### src/rtl/rom_read_seq.sv
// Read sequencer for the 32x16 bitline ROM macro: it accepts one word request,
// precharges with the wordline off, evaluates with it on, then returns the sampled bitlines.
module rom_read_seq #(
  parameter int ADDR_W   = 5,
  parameter int DATA_W   = 16,
  parameter int PRE_CYC  = 1,
  parameter int EVAL_CYC = 2
) (
  input  logic              clk,
  input  logic              rst_n,
  input  logic              req_valid,
  input  logic [ADDR_W-1:0] req_addr,
  output logic              req_ready,
  output logic              rsp_valid,
  output logic [DATA_W-1:0] rsp_data,
  input  logic              rsp_ready,
  output logic [ADDR_W-1:0] rom_addr,
  output logic              rom_en,
  input  logic [DATA_W-1:0] rom_bl,
  output logic              busy
);

  localparam int MAX_CYC = (PRE_CYC > EVAL_CYC) ? PRE_CYC : EVAL_CYC;
  localparam int CNT_W   = $clog2(MAX_CYC) + 1;

  localparam logic [CNT_W-1:0] PRE_LOAD  = CNT_W'(PRE_CYC - 1);
  localparam logic [CNT_W-1:0] EVAL_LOAD = CNT_W'(EVAL_CYC - 1);
  localparam logic [CNT_W-1:0] CNT_ONE   = CNT_W'(1);

  typedef enum logic [1:0] {
    IDLE,
    PRE,
    EVAL,
    RESP
  } state_t;

  state_t            state, state_nxt;
  logic [CNT_W-1:0]  cnt, cnt_nxt;
  logic [ADDR_W-1:0] addr_nxt;
  logic              en_nxt;
  logic              valid_nxt;
  logic [DATA_W-1:0] data_nxt;

  // Every ROM-facing pin is a flop so request inputs never reach the macro combinationally.
  always_ff @(posedge clk or negedge rst_n) begin
    if (!rst_n) begin
      state     <= IDLE;
      cnt       <= '0;
      rom_addr  <= '0;
      rom_en    <= 1'b0;
      rsp_valid <= 1'b0;
      rsp_data  <= '0;
    end else begin
      state     <= state_nxt;
      cnt       <= cnt_nxt;
      rom_addr  <= addr_nxt;
      rom_en    <= en_nxt;
      rsp_valid <= valid_nxt;
      rsp_data  <= data_nxt;
    end
  end

  always_comb begin
    state_nxt = state;
    cnt_nxt   = cnt;
    addr_nxt  = rom_addr;
    en_nxt    = rom_en;
    valid_nxt = rsp_valid;
    data_nxt  = rsp_data;

    case (state)
      IDLE: begin
        if (req_valid) begin
          addr_nxt  = req_addr;
          cnt_nxt   = PRE_LOAD;
          state_nxt = PRE;
        end
      end
      PRE: begin
        if (cnt == '0) begin
          cnt_nxt   = EVAL_LOAD;
          en_nxt    = 1'b1;
          state_nxt = EVAL;
        end else begin
          cnt_nxt = cnt - CNT_ONE;
        end
      end
      EVAL: begin
        // Bitlines are only trusted on the final evaluate edge.
        if (cnt == '0) begin
          data_nxt  = rom_bl;
          valid_nxt = 1'b1;
          en_nxt    = 1'b0;
          state_nxt = RESP;
        end else begin
          cnt_nxt = cnt - CNT_ONE;
        end
      end
      RESP: begin
        if (rsp_ready) begin
          valid_nxt = 1'b0;
          state_nxt = IDLE;
        end
      end
      default: begin
        en_nxt    = 1'b0;
        valid_nxt = 1'b0;
        state_nxt = IDLE;
      end
    endcase
  end

  assign req_ready = (state == IDLE);
  assign busy      = (state != IDLE);

endmodule

### config.mk
export PLATFORM = sky130hd
export DESIGN_NAME = rom_read_seq
export DESIGN_NICKNAME = d
export VERILOG_FILES = /design/src/rtl/rom_read_seq.sv
export SDC_FILE = /design/constraint.sdc
export NUM_CORES = 1
export LEC_CHECK = 0
export CORE_ASPECT_RATIO = 0.9
export CORE_MARGIN = 2
export CORE_UTILIZATION = 42
export DETAILED_ROUTE_END_ITERATION = 6
export GPL_ROUTABILITY_DRIVEN = 0
export PLACE_DENSITY_LB_ADDON = 0.05
export SLEW_MARGIN = 20
export SYNTH_ARGS = -nofsm -noshare
export SYNTH_HDL_FRONTEND = slang
export SYNTH_SLANG_ARGS = --single-unit
### constraint.sdc
create_clock -name clk -period 2.29 [get_ports clk]
set_input_delay 0.229 -clock clk [delete_from_list [all_inputs] [get_ports clk]]
set_output_delay 0.229 -clock clk [all_outputs]
set_load 0.02 [all_outputs]
==> run metrics <==
layout cells sized above 1=20.1%; Site Rows=18; Area Overhead vs Synth=44.2%; commonest cells after routing, fill and taps aside=clkdlybuf4s50_1, dfrtp_1, mux2_2, ha_1; H-tree Lvls=1; via count=871; clock buffer depth=2; filler cell count=251; Multi-input gate area=532 sq um; Total Routing Usage GR=15.3%; Cells after Synth=92; setup TNS=0 ns; RR Endpoint=state[1]$_DFFE_PN0P_; Final Max Slew Viols=0; Hold Vio Cnt, Final=0; first drt pass iteration count=2; Hold WC Path Type=input port to async pin; Die Wd=61.6 um; worst-skew pair later-pin latency=0.32 ns; final period utilization=88.9%; largest net degree at the start of global routing=28; Layout Cells excl Fill=184; Die Y=55.8 um; Synth top area share=53.9%; reg2reg start=state[0]$_DFFE_PN0P_; max-slew headroom at the worst pin=73.6%; initial antenna violation count=0; Slew @ Worst Pin=0.392 ns; drt total wl=2.44 mm; FF/Latch Area=676 sq um; R2R cell count=5; Avg WL per Cell=13.2 um; Post-CTS Setup Bufs=0; DP HPWL=1.83 mm; final setup violation count=0; global-route wire length before repair=4.00 mm; Design Power=2.57 mW; area post-placement=1780 sq um; WS Path Type=flip-flop to output port; final instance area=1810 sq um; synthesized area per cell=13.6 sq um; commonest non-fill, non-tap cell in the layout=clkdlybuf4s50_1; Antenna Cells=0; Synth area leaders=dfrtp_1, mux2_2, ha_1, o21ai_0, nor2b_1; maximum fanout along the worst path=5; shortest period the worst path allows=2.03 ns; Yosys cell types=22; MaxCap Viol Count=0; post-cts resize count=0; IO buf count=49; Achievable Freq=491 MHz; clock slew at reported path FFs=0.15 ns; Post-DRT Antenna Nets=0; R2R Setup Slk=0.40 ns; Setup crit end kind=output port; CP Launch Point=state[0]$_DFFE_PN0P_; register area share after synthesis=53.9%; placed cells=180; startpoint types=flip-flop; DR vias/cell=4.73; Syn Nets=127; VDD IR max=681 uV; Overflow after GRT=0; yosys warns=0; Post-Syn Area=1250 sq um; Core Area=2790 sq um; register bit total from synthesis=27; area leader, netlist=dfrtp_1; CP arrival=1.81 ns; PD cells=1420 nW/um^2; first-iteration detailed-routing DRC count=16; vias in the first global route=922; # IOs=50; RSZ-0062 raised after global routing=false; clk sink count=27; die area=3440 sq um; status=complete, no violations; CTS tree=built; Post-CTS Hold Fix Bufs=0; Pleak=0.772 nW; nets=180; clk_skew=0.00194 ns; Root Buffer=clkbuf_4; CP required=2.06 ns; initial core utilization=44.8%; Num CTS Buffers=3; detailed-route DRC error count=0
## cell families (layout without fill, tap and decap cells)
group                    count (synthesis)  in the layout  synth area share [%]
AND/OR/NAND/NOR                         14             14                  7.09
AO/OA/AOI/OAI                           10             10                  4.80
flip-flops                              27             27                  53.9
buffers and inverters                    8             60                  3.60
multiplexers                            23             23                  20.6
adder cells (fa/ha/maj)                 10             10                  9.99
## stage by stage
stage               setup WS [ns]  utilization (%)  hold WS [ns]
finish                      0.255             64.7         0.245
detailed placement          0.381             63.7         0.470
floorplan                   0.482                -       -0.0666
global placement            0.502             63.7         0.463
CTS                         0.234             64.7         0.251
global route                0.161             64.7         0.255
## synthesized netlist by cell type, drive strengths merged
| master | count |
|---|---|
| dfrtp | 27 |
| inv | 6 |
| o41ai | 1 |
| nor4 | 1 |
| a21oi | 1 |
| o21ai | 6 |
| nor2b | 5 |
| mux2 | 22 |
| nand2 | 2 |
| and3 | 1 |
| buf | 2 |
| o31ai | 1 |
| ha | 10 |
| a2bb2oi | 1 |
| nor3 | 1 |
| and2 | 2 |
| nor2 | 1 |
| or3 | 1 |
| mux2i | 1 |
## cell type report
| type | instances | share of cell area (%) |
|---|---|---|
| clock buffer | 3 | 1.25 |
| clock inverter | 1 | 0.277 |
| inverter | 6 | 1.25 |
| multi-input combinational | 57 | 29.5 |
| sequential | 27 | 37.4 |
| tap | 40 | 2.77 |
| timing repair buffer | 50 | 27.6 |
## report_power, final
| part | leakage [nW] | switching, mW | internal (mW) | total (mW) |
|---|---|---|---|---|
| Sequential | 0.318 | 0.126 | 0.716 | 0.842 |
| Combinational | 0.437 | 0.703 | 0.810 | 1.51 |
| Clock | 0.0177 | 0.145 | 0.0654 | 0.210 |
## per-layer routing
layer	up-vias	GRT usage [%]	part of all wire [%]
met1	414	19.0	43
met5	-	0	0
met2	36	25.9	49
met3	2	3.49	7.5
met4	0	4.56	0.66
li1	419	-	-
## worst max-delay path, cell delays in order (launching register included)
cell and delay [ns]:
dfrtp_1 0.45, inv_1 0.12, ha_1 0.26, inv_1 0.06, clkdlybuf4s50_1 0.59
## worst max-delay path by stage
| stage | cells after the start | slack [ns] | endpoint |
|---|---|---|---|
| after global routing | 4 | 0.16 | busy |
| after CTS | 4 | 0.23 | busy |
| after global placement | 5 | 0.50 | state[1]$_DFFE_PN0P_ |
| final | 4 | 0.26 | busy |
| after detailed placement | 5 | 0.38 | state[1]$_DFFE_PN0P_ |
| after floorplan | 5 | 0.48 | state[1]$_DFFE_PN0P_ |
## sequential cells by signal (all words and copies together) (netlist names)
register	cells
rsp_valid	1
rom_addr	5
rom_en	1
state	2
rsp_data	16
cnt	2
Power figures use the tool's default switching activity.
